**src/rtl/frame_pkg.sv**
```systemverilog
// Shared frame-buffer geometry and state type, common to the frame writer,
// the frame memory and the VGA reader.
package frame_pkg;

  localparam int PIX_W        = 8;
  localparam int PIX_PER_WORD = 16;
  localparam int FRAME_WORDS  = 4800;
  localparam int WORD_W       = 128;
  localparam int ADDR_W       = 13;

  typedef enum logic [1:0] {
    IDLE,
    FILL,
    DONE
  } frameState_e;

endpackage

```
**src/rtl/frame_writer_if.sv**
```systemverilog
// Pixel-stream input and frame-memory write port of the frame writer.
// The pixel source is the master; the frame writer is the slave.
interface frame_writer_if #(
  parameter int PIX_W = frame_pkg::PIX_W
);

  logic                          frameStart;
  logic                          pixelValid;
  logic [PIX_W-1:0]              pixelData;
  logic                          pixelReady;
  logic [frame_pkg::ADDR_W-1:0]  writeAddress;
  logic [frame_pkg::WORD_W-1:0]  pixelIn;
  logic                          writeEn;
  logic                          frameDone;
  logic                          frameAbort;

  modport master (
    output frameStart, pixelValid, pixelData,
    input  pixelReady, writeAddress, pixelIn, writeEn, frameDone, frameAbort
  );

  modport slave (
    input  frameStart, pixelValid, pixelData,
    output pixelReady, writeAddress, pixelIn, writeEn, frameDone, frameAbort
  );

endinterface

```
**src/rtl/frame_writer.sv**
```systemverilog
// Packs a pixel stream into wide words and writes them, in address order,
// into the frame memory; one frame per frameStart strobe.
module frame_writer #(
  parameter int PIX_W        = frame_pkg::PIX_W,
  parameter int PIX_PER_WORD = frame_pkg::PIX_PER_WORD,
  parameter int FRAME_WORDS  = frame_pkg::FRAME_WORDS
) (
  input  logic          clk,
  input  logic          rst_n,
  frame_writer_if.slave bus
);

  import frame_pkg::*;

  localparam int                CNT_W     = (PIX_PER_WORD > 1) ? $clog2(PIX_PER_WORD) : 1;
  localparam logic [CNT_W-1:0]  LAST_SLOT = CNT_W'(PIX_PER_WORD - 1);
  localparam logic [ADDR_W-1:0] LAST_WORD = ADDR_W'(FRAME_WORDS - 1);

  if (PIX_W * PIX_PER_WORD != WORD_W) begin : gBadPacking
    $error("frame_writer: PIX_W * PIX_PER_WORD must equal %0d", WORD_W);
  end
  if (FRAME_WORDS > (1 << ADDR_W) || FRAME_WORDS < 1) begin : gBadFrameSize
    $error("frame_writer: FRAME_WORDS must be in 1..%0d", 1 << ADDR_W);
  end

  frameState_e       state;
  logic [CNT_W-1:0]  pixelCount;
  logic [ADDR_W-1:0] wordCount;
  logic [WORD_W-1:0] wordBuf;
  logic [WORD_W-1:0] completedWord;
  logic              accept;
  logic              wordComplete;
  logic              finalWord;
  logic              abortFrame;

  assign bus.pixelReady = (state == FILL);
  assign accept         = bus.pixelValid && (state == FILL);
  assign wordComplete   = accept && (pixelCount == LAST_SLOT);
  assign finalWord      = (wordCount == LAST_WORD);

  // A word-completing pixel that arrives with frameStart still belongs to the
  // old frame, so a finished frame is never reported as aborted.
  assign abortFrame = bus.frameStart && (state == FILL) &&
                      ((pixelCount != '0) || (wordCount != '0)) &&
                      !(wordComplete && finalWord);

  always_comb begin
    completedWord = wordBuf;
    completedWord[(PIX_PER_WORD-1)*PIX_W +: PIX_W] = bus.pixelData;
  end

  always_ff @(posedge clk or negedge rst_n) begin
    if (!rst_n) begin
      state            <= IDLE;
      pixelCount       <= '0;
      wordCount        <= '0;
      wordBuf          <= '0;
      bus.writeEn      <= 1'b0;
      bus.frameDone    <= 1'b0;
      bus.frameAbort   <= 1'b0;
      bus.writeAddress <= '0;
      bus.pixelIn      <= '0;
    end else begin
      bus.writeEn    <= 1'b0;
      bus.frameDone  <= 1'b0;
      bus.frameAbort <= abortFrame;

      if (wordComplete) begin
        bus.writeEn      <= 1'b1;
        bus.pixelIn      <= completedWord;
        bus.writeAddress <= wordCount;
        bus.frameDone    <= finalWord;
      end

      // Otherwise a pixel arriving with frameStart is pixel 0 of the new frame.
      if (bus.frameStart) begin
        state     <= FILL;
        wordCount <= '0;
        if (accept && !wordComplete) begin
          wordBuf    <= WORD_W'(bus.pixelData);
          pixelCount <= CNT_W'(1);
        end else begin
          wordBuf    <= '0;
          pixelCount <= '0;
        end
      end else if (wordComplete) begin
        wordBuf    <= '0;
        pixelCount <= '0;
        if (finalWord) begin
          state <= DONE;
        end else begin
          wordCount <= wordCount + ADDR_W'(1);
        end
      end else if (accept) begin
        wordBuf[int'(pixelCount)*PIX_W +: PIX_W] <= bus.pixelData;
        pixelCount <= pixelCount + CNT_W'(1);
      end
    end
  end

endmodule
```
**src/flat_wrapper.sv**
```systemverilog
// flat-port wrapper written by rule: the top's interface ports become plain ports
module frame_writer_flat import frame_pkg::*;
#(
  parameter int PIX_W        = frame_pkg::PIX_W,
  parameter int PIX_PER_WORD = frame_pkg::PIX_PER_WORD,
  parameter int FRAME_WORDS  = frame_pkg::FRAME_WORDS
)
  (clk, rst_n, bus_frameStart, bus_pixelValid, bus_pixelData, bus_pixelReady, bus_writeAddress, bus_pixelIn, bus_writeEn, bus_frameDone, bus_frameAbort);
  frame_writer_if #(.PIX_W(PIX_W)) bus_i ();
  input  logic clk;
  input  logic rst_n;
  input wire logic [$bits(bus_i.frameStart)-1:0] bus_frameStart;
  input wire logic [$bits(bus_i.pixelValid)-1:0] bus_pixelValid;
  input wire logic [$bits(bus_i.pixelData)-1:0] bus_pixelData;
  output wire logic [$bits(bus_i.pixelReady)-1:0] bus_pixelReady;
  output wire logic [$bits(bus_i.writeAddress)-1:0] bus_writeAddress;
  output wire logic [$bits(bus_i.pixelIn)-1:0] bus_pixelIn;
  output wire logic [$bits(bus_i.writeEn)-1:0] bus_writeEn;
  output wire logic [$bits(bus_i.frameDone)-1:0] bus_frameDone;
  output wire logic [$bits(bus_i.frameAbort)-1:0] bus_frameAbort;
  assign bus_i.frameStart = bus_frameStart;
  assign bus_i.pixelValid = bus_pixelValid;
  assign bus_i.pixelData = bus_pixelData;
  assign bus_pixelReady = bus_i.pixelReady;
  assign bus_writeAddress = bus_i.writeAddress;
  assign bus_pixelIn = bus_i.pixelIn;
  assign bus_writeEn = bus_i.writeEn;
  assign bus_frameDone = bus_i.frameDone;
  assign bus_frameAbort = bus_i.frameAbort;
  frame_writer #(.PIX_W(PIX_W), .PIX_PER_WORD(PIX_PER_WORD), .FRAME_WORDS(FRAME_WORDS)) u_core (.clk(clk), .rst_n(rst_n), .bus(bus_i));
endmodule
```
**config.mk**
```make
export PLATFORM = sky130hd
export DESIGN_NAME = frame_writer_flat
export DESIGN_NICKNAME = d
export VERILOG_FILES = /design/src/rtl/frame_pkg.sv /design/src/rtl/frame_writer_if.sv /design/src/rtl/frame_writer.sv /design/src/flat_wrapper.sv
export SDC_FILE = /design/constraint.sdc
export NUM_CORES = 1
export LEC_CHECK = 0
export ABC_CLOCK_PERIOD_IN_PS = 6100
export CAP_MARGIN = 10
export CELL_PAD_IN_SITES_DETAIL_PLACEMENT = 1
export CELL_PAD_IN_SITES_GLOBAL_PLACEMENT = 1
export CORE_ASPECT_RATIO = 1.1
export CORE_MARGIN = 3
export CORE_UTILIZATION = 47
export CTS_BUF_LIST = sky130_fd_sc_hd__clkbuf_8
export CTS_CLUSTER_SIZE = 12
export DETAILED_ROUTE_END_ITERATION = 10
export PLACE_DENSITY_LB_ADDON = 0.05
export RECOVER_POWER = 25
export SLEW_MARGIN = 20
export SYNTH_ARGS = -nofsm -noshare
export SYNTH_HDL_FRONTEND = slang
export SYNTH_SLANG_ARGS = --single-unit
```
**constraint.sdc**
```tcl
create_clock -name clk -period 6.1 [get_ports clk]
set_input_delay 1.22 -clock clk [delete_from_list [all_inputs] [get_ports clk]]
set_output_delay 1.22 -clock clk [all_outputs]
set_load 0.005 [all_outputs]
```
==> metrics.md, run 1 <==
| Metric | Value |
|---|---|
| CTS buffer count | 46 |
| Detailed placement HPWL | 20.2 mm |
| Post-placement cell count | 1584 |
| Grt total ovfl | 0 |
| Worst-path clk slew | approximately 60 ps |
| Max-slew violations | 108 |
| Peak supply drop | around 140 uV |
| Synth Warn # | 0 |
| R2R Path Start | u_core.pixelCount[0] |
| CTS root buf | clkbuf_8 |
| Yosys top cell by area | dfrtp_1 |
| I/O Pins | 157 |
| Cells along the critical path | clkbuf_2 > clkbuf_2 |
| WP buf/inv | 2 |
| Routed via count | about 9500 |
| Crit-path max FO | 108 |
| Worst skew pair latency | between 500 and 600 ps |
| Crit path largest cell delay | about 1900 ps |
| H-tree depth | 2 |
| Global-route wire length before repair | around 54 mm |
| Min-delay worst type | reg2reg |
| Max Clock Skew | 17.8 ps |
| Hold Fails Final Rpt | 0 |
| Setup bufs post-CTS | 0 |
| Drt wl/cell | 19.7 um |
| Hold buffers post-CTS | 0 |
| Relative slew slack | -0.832 |
| Synth cell count leaders | nand2_1 (430), dfrtp_1 (283), a21oi_1 (76), o21ai_0 (66), clkbuf_1 (64) |
| Layout net count | 1346 |
| Synthesis-to-finish area growth | 22.2% |
| Post-synth top area share | 0.606 |
| R2R cell count | 7 |
| CTS max path bufs | 3 |
| Most frequent cell after synthesis | nand2_1 |
| Slowest cell on the critical path | clkbuf_2 |
| Row count | 59 |
| Top FF cell, synth | dfrtp_1 |
| Cell mode on critical path | clkbuf_2 |
| Initial antenna violation count | 0 |
| Antenna Nets Post-Route | 0 |
| CTS tree | done |
| Final wirelength | 32.6 mm |
| Layout Cells excl Fill | around 1700 |
| Syn Nets | 1221 |
| TritonRoute pass-1 iters | 5 |
| Seq/Total Area, Yosys | 0.606 |
| DR DRC count | 0 |
| Critical Path AT | 4370 ps |
| Final setup TNS | 0 ps |
| Num Clock Sinks | 283 |
| Mapped Area | 11700 um^2 |
| FF+latch count, synth | 283 |
| Port bufs | 156 |
| Ys async rst share | 1.00 |
| Avg Cell Area, Syn | 9.71 um^2 |
| Dpl ws | 1900 ps |
| CP Data Required Time | 6570 ps |
| Final core utilization | 0.594 |
| Largest net degree at the start of global routing | 133 |
| Number of vias per cell | 5.70 |
| Leak pwr | ~7 nW |
| Startpoint Class | input port |
| Synth Instances | 1204 |
| Maxcap violations | 1 |
| Initial Util | 0.486 |
| Setup CP Type | in2async |
| Largest cells by area after synthesis | dfrtp_1 (61%), nand2_1 (14%), a21oi_1 (3.3%) |
| Cell family with most CP delay | buffers and inverters |
| Period utilization | 0.639 |
| Crit. End Element | asynchronous set/reset pin |
| Die Width | 156 um |
| Routability Congestion | 0.807 |
| Setup-failing EPs final | 0 |
| WHS Path Cells | 2 |
| Final min period | roughly 3900 ps |
| Peak Freq | 0.256 GHz |
| CTS-repair resized insts | 0 |
| Initial DRC Count | 604 |
| ANT cells | 0 |
| PD cells | 257 nW/um^2 |
| Hold path startpoint | u_core.wordBuf[99] |
| RR Endpoint | u_core.bus.writeAddress[11] |
| Worst Hold Endpoint | u_core.bus.pixelIn[99] |
| Layout cells sized above 1 | 0.0768 |
| Failing checks | capacitance limit, slew limit |
| Status | finished, violations left |
| Distinct cells, synth | 56 |
| Reg2Reg Setup Slack | 3040 ps |
| DIE AREA | between 20000 and 30000 um^2 |
| Measured slew at the worst slew-check pin | roughly 2700 ps |
| Hold_ws | 467 ps |
| RSZ-0062 raised after global routing | false |
| Number of global-route vias before repair | ~10000 |
| Core ar. | 24100 um^2 |
| GRT Total Usage | 0.247 |
| EDFF count, synth | 0 |
| Die Y | 171 um |
| Final setup margin | 2200 ps |
state kept, by name, summed over array words and instances (netlist names):
signal                   flops
u_core.bus.pixelIn         128
u_core.bus.writeEn           1
u_core.bus.frameAbort        1
u_core.pixelCount            4
u_core.bus.frameDone         1
u_core.wordCount            13
u_core.bus.writeAddress     13
u_core.state                 2
u_core.wordBuf             120
worst min-delay path, stage by stage (launching register included):
cell	delay (ps)
dfrtp_1	340
nand2_1	50
nand2_1	50
layer usage:
layer / wire (um) / vias to the layer above / GRT usage
li1: - / 4330 / -
met1: 14900 / 4878 / 0.351
met2: 15900 / 224 / 0.405
met3: 1290 / 38 / 0.0347
met4: 508 / 0 / 0.0640
met5: 0 / - / 0
how the worst max path moves through the flow:
stage	from	end	slack [ps]	cells after the start
2_1_floorplan	bus_frameStart	u_core.wordBuf[119]	3470	6
3_3_place_gp	bus_pixelValid	u_core.bus.pixelIn[118]	1960	6
3_5_place_dp	bus_pixelValid	u_core.bus.pixelIn[118]	1900	6
4_1_cts	bus_pixelValid	u_core.bus.writeAddress[11]	2460	7
5_1_grt	rst_n	u_core.wordBuf[99]	1610	2
6_report	rst_n	u_core.wordBuf[97]	2200	2
placed cells by master, fill, tap and decap left out, types with 4 or more instances in the layout:
cell type,Yosys,layout
a21oi_1,76,76
a22o_1,37,37
a32o_1,22,22
and3_1,4,4
and4_1,4,4
buf_4,3,12
clkbuf_8,0,59
clkdlybuf4s50_1,0,154
dfrtp_1,283,283
ha_1,5,5
inv_1,9,20
nand2_1,430,429
nand3_1,62,62
nand4_1,14,14
nor2_1,9,9
nor3_2,4,4
o21ai_0,66,66
o31ai_1,9,9
or3_1,4,4
or4_1,12,12
cells by family after synthesis:
kind of cell             synth area share
AO/OA/AOI/OAI                       0.130
buffers and inverters              0.0362
XOR/XNOR                          0.00300
flip-flops                          0.606
adder cells (fa/ha/maj)           0.00535
AND/OR/NAND/NOR                     0.216
multiplexers                      0.00375
metrics by stage:
stage	total power [mW]	area [um^2]
after floorplan	2.04	11700
after global placement	2.13	13400
after detailed placement	2.14	13400
after CTS	3.71	14300
after global routing	3.83	14300
final	3.68	14300
report_power, final:
group | total, mW | internal, mW | switching, mW
Clock | 1.57 | 0.857 | 0.713
Sequential | 1.89 | 1.89 | 0.00786
Combinational | 0.211 | 0.0426 | 0.169
Total | 3.68 | 2.79 | 0.889
area by class of cell:
cell class,count,area [um^2]
fillers,2678,9780
flip-flops and latches,283,7080
multi-input cells,816,4220
repair buffers,172,1690
clock buffers,59,812
well taps,305,382
clock inverters,15,63.8
inverters,10,40.0
(Power assumes the default switching activity.)
==> run 2, diff against run 1 <==
--- a/config.mk
+++ b/config.mk
@@ -5,13 +5,13 @@
 export SDC_FILE = /design/constraint.sdc
 export NUM_CORES = 1
 export LEC_CHECK = 0
-export ABC_CLOCK_PERIOD_IN_PS = 6100
+export ABC_CLOCK_PERIOD_IN_PS = 3700
 export CAP_MARGIN = 10
 export CELL_PAD_IN_SITES_DETAIL_PLACEMENT = 1
 export CELL_PAD_IN_SITES_GLOBAL_PLACEMENT = 1
 export CORE_ASPECT_RATIO = 1.1
 export CORE_MARGIN = 3
-export CORE_UTILIZATION = 47
+export CORE_UTILIZATION = 44
 export CTS_BUF_LIST = sky130_fd_sc_hd__clkbuf_8
 export CTS_CLUSTER_SIZE = 12
 export DETAILED_ROUTE_END_ITERATION = 10
==> constraint.sdc (replaced) <==
create_clock -name clk -period 3.7 [get_ports clk]
set_input_delay 0.74 -clock clk [delete_from_list [all_inputs] [get_ports clk]]
set_output_delay 0.74 -clock clk [all_outputs]
set_load 0.005 [all_outputs]
==> run 2 against run 1 <==
  * The run still ends with capacitance limit, slew limit left
  * Global-route usage is 0.91 points lower
  * Non-clock buffer count rose by 10
  * Combinational power is 65% higher
  * Design area increased by 1.8%
  * Register-to-register slack worse by 2200 ps
  * Setup slack worse by 1400 ps
  * Core utilization shrank 2.8 points
  * Critical path depth up 4
==> metrics.md, run 2 (synthesis results as in run 1) <==
| Metric | Value |
|---|---|
| Cells along the critical path | inv_1 > ha_1 > nor3b_2 > or4_1 > nor4_4 > a22o_1 (was clkbuf_2 > clkbuf_2) |
| Final wirelength | 33.1 mm (was 32.6 mm) |
| Peak supply drop | 200 uV (was 143 uV) |
| Die Width | 161 um (was 156 um) |
| CTS buffer count | 45 (was 46) |
| Layout cells sized above 1 | 0.0860 (was 0.0768) |
| R2R Path Start | u_core.pixelCount[0] (unchanged) |
| Failing checks | capacitance limit, slew limit (unchanged) |
| DIE AREA | 28600 um^2 (was 26800 um^2) |
| Setup-failing EPs final | 0 (unchanged) |
| Final setup TNS | 0 ps (unchanged) |
| Layout Cells excl Fill | 1718 (was 1660) |
| Number of global-route vias before repair | 10100 (was 9916) |
| Die Y | 177 um (was 171 um) |
| DR DRC count | 0 (unchanged) |
| Port bufs | 156 (unchanged) |
| Crit path launch | u_core.pixelCount[0] (was rst_n) |
| I/O Pins | 157 (unchanged) |
| Initial DRC Count | 457 (was 604) |
| Part of the power in registers | 0.497 (was 0.516) |
| Leading cell types in the layout, fill and taps excluded | nand2_1 (429), dfrtp_1 (283), clkdlybuf4s50_1 (155) (was nand2_1 (429), dfrtp_1 (283), clkdlybuf4s50_1 (154)) |
| Slowest cell on the critical path | or4_1 (was clkbuf_2) |
| Measured slew at the worst slew-check pin | 2830 ps (was 2750 ps) |
| Relative slew slack | -0.886 (was -0.832) |
| Num Clock Sinks | 283 (unchanged) |
| Routed via count | 9448 (was 9470) |
| Maxcap violations | 1 (unchanged) |
| Period utilization | 0.773 |
| Number of vias per cell | 5.50 (was 5.70) |
| Min-delay worst type | reg2reg (unchanged) |
| CP Data Required Time | 4180 ps (was 6570 ps) |
| Setup bufs post-CTS | 0 (unchanged) |
| Synthesis-to-finish area growth | 24.4% (was 22.2%) |
| R2R cell count | 6 (was 7) |
| Max-slew violations | 104 (was 108) |
| Antenna Nets Post-Route | 0 (unchanged) |
| ANT cells | 0 (unchanged) |
| Routability Congestion | 0.825 (was 0.807) |
| Top reg by flops | u_core.bus.pixelIn (unchanged) |
| CTS root buf | clkbuf_8 (unchanged) |
| Switching Share | 0.242 (about the same) |
| Largest net degree at the start of global routing | 107 (was 133) |
| Commonest non-fill, non-tap cell in the layout | nand2_1 (unchanged) |
| PD cells | 432 nW/um^2 (was 257 nW/um^2) |
| Max Clock Skew | 15.3 ps (was 17.8 ps) |
| Reg2Reg Setup Slack | 840 ps (was 3040 ps) |
| Internal power | 4.76 mW (was 2.79 mW) |
| CTS-repair resized insts | 0 (unchanged) |
| Hold Fails Final Rpt | 0 (unchanged) |
| Crit. End Element | flip-flop (was asynchronous set/reset pin) |
| Initial antenna violation count | 0 (unchanged) |
| Crit path largest cell delay | 810 ps (was 1860 ps) |
| H-tree depth | 2 (unchanged) |
| Leak pwr | 6.97 nW (was 6.85 nW) |
| Drt wl/cell | 19.3 um (was 19.7 um) |
| Critical Path AT | 3330 ps (was 4370 ps) |
| Worst-path clk slew | 60 ps (about the same) |
| TritonRoute pass-1 iters | 4 (was 5) |
| Switching pwr | 1.52 mW (was 0.889 mW) |
| Crit path capture | u_core.wordBuf[62] (was u_core.wordBuf[97]) |
| Post-placement cell count | 1637 (was 1584) |
| Grt total ovfl | 0 (unchanged) |
| Hold buffers post-CTS | 0 (unchanged) |
| Largest registers | u_core.bus.pixelIn: 128 flops, u_core.wordBuf: 120 flops (unchanged) |
| CTS max path bufs | 3 (unchanged) |
| Layout net count | 1355 (was 1346) |
| Peak Freq | 0.350 GHz |
| Detailed placement HPWL | 21.3 mm (was 20.2 mm) |
| Clock power share | 0.447 (was 0.427) |
| Final min period | 2860 ps |
| Status | finished, violations left (unchanged) |
| CTS tree | done (unchanged) |
| GRT Total Usage | 0.238 (was 0.247) |
| Setup CP Type | reg2reg (was in2async) |
| Combinational Power Share | 0.056 (was 0.057) |
| Global-route wire length before repair | 54.9 mm (was 53.6 mm) |
| Crit-path max FO | 17 (was 108) |
| Worst skew pair latency | 550 ps (was 540 ps) |
| RR Endpoint | u_core.wordBuf[62] (was u_core.bus.writeAddress[11]) |
| Core ar. | 25700 um^2 (was 24100 um^2) |
| Row count | 61 (was 59) |
| Startpoint Class | flip-flop (was input port) |
| RSZ-0062 raised after global routing | false (unchanged) |
| Max reg flops | 128 (unchanged) |
| Initial Util | 0.455 (was 0.486) |
-- run 2: cell count changes in the layout (fill, tap and decap cells not counted), sizes merged --
cell	delta
buf	+11
inv	+2
clkbuf	+2
clkdlybuf4s50	+1
bufinv	+1
-- run 2: critical path, delay by kind of cell, from the launching register on --
| kind | cells | cell delay (ps) |
|---|---|---|
| buffers and inverters | 1 | 120 |
| flip-flops | 1 | 490 |
| AND/OR/NAND/NOR | 3 | 1650 |
| adder cells (fa/ha/maj) | 1 | 320 |
| AO/OA/AOI/OAI | 1 | 210 |
-- run 2: through the flow --
step | hold WS (ps) | utilization | setup slack (ps) | power [mW] | instance area, um^2
final | 453 | 0.565 | 841 | 6.28 | 14500
after global routing | 476 | 0.565 | 418 | 6.54 | 14500
after CTS | 284 | 0.566 | 867 | 6.35 | 14600
after detailed placement | 451 | 0.528 | 683 | 3.53 | 13600
after global placement | 447 | 0.528 | 747 | 3.53 | 13600
after floorplan | 432 | - | 1400 | 3.36 | 11700
-- run 2: power by group through the flow --
stage | Clock [mW] | Sequential [mW] | Combinational [mW]
floorplan | 0 | 3.17 | 0.183
global placement | 0 | 3.18 | 0.350
CTS | 2.87 | 3.12 | 0.354
detailed placement | 0 | 3.18 | 0.352
global route | 3.03 | 3.12 | 0.384
finish | 2.81 | 3.12 | 0.349
-- run 2: worst min path at each step --
stage,start,slack [ps],cells after the start,to
global placement,u_core.wordBuf[101],450,2,u_core.bus.pixelIn[101]
CTS,rst_n,280,1,u_core.wordBuf[114]
global route,u_core.wordBuf[99],480,2,u_core.bus.pixelIn[99]
finish,u_core.wordBuf[97],450,2,u_core.bus.pixelIn[97]
floorplan,u_core.wordBuf[100],430,2,u_core.bus.pixelIn[100]
detailed placement,u_core.wordBuf[99],450,2,u_core.bus.pixelIn[99]
-- run 2: metal layers --
| layer | vias to the layer above | track usage | routed length, um |
|---|---|---|---|
| li1 | 4360 | - | - |
| met1 | 4793 | 0.330 | 14900 |
| met2 | 232 | 0.393 | 16000 |
| met3 | 63 | 0.0377 | 1600 |
| met4 | 0 | 0.0663 | 672 |
| met5 | - | 0 | 0 |
-- run 2: layout make-up --
type                       count  area (um^2)
clock buffer                  63          867
clock inverter                18          101
fill                        2844        11200
inverter                      10         40.0
multi-input combinational    816         4210
sequential                   283         7080
tap                          346          433
timing repair buffer         182         1810
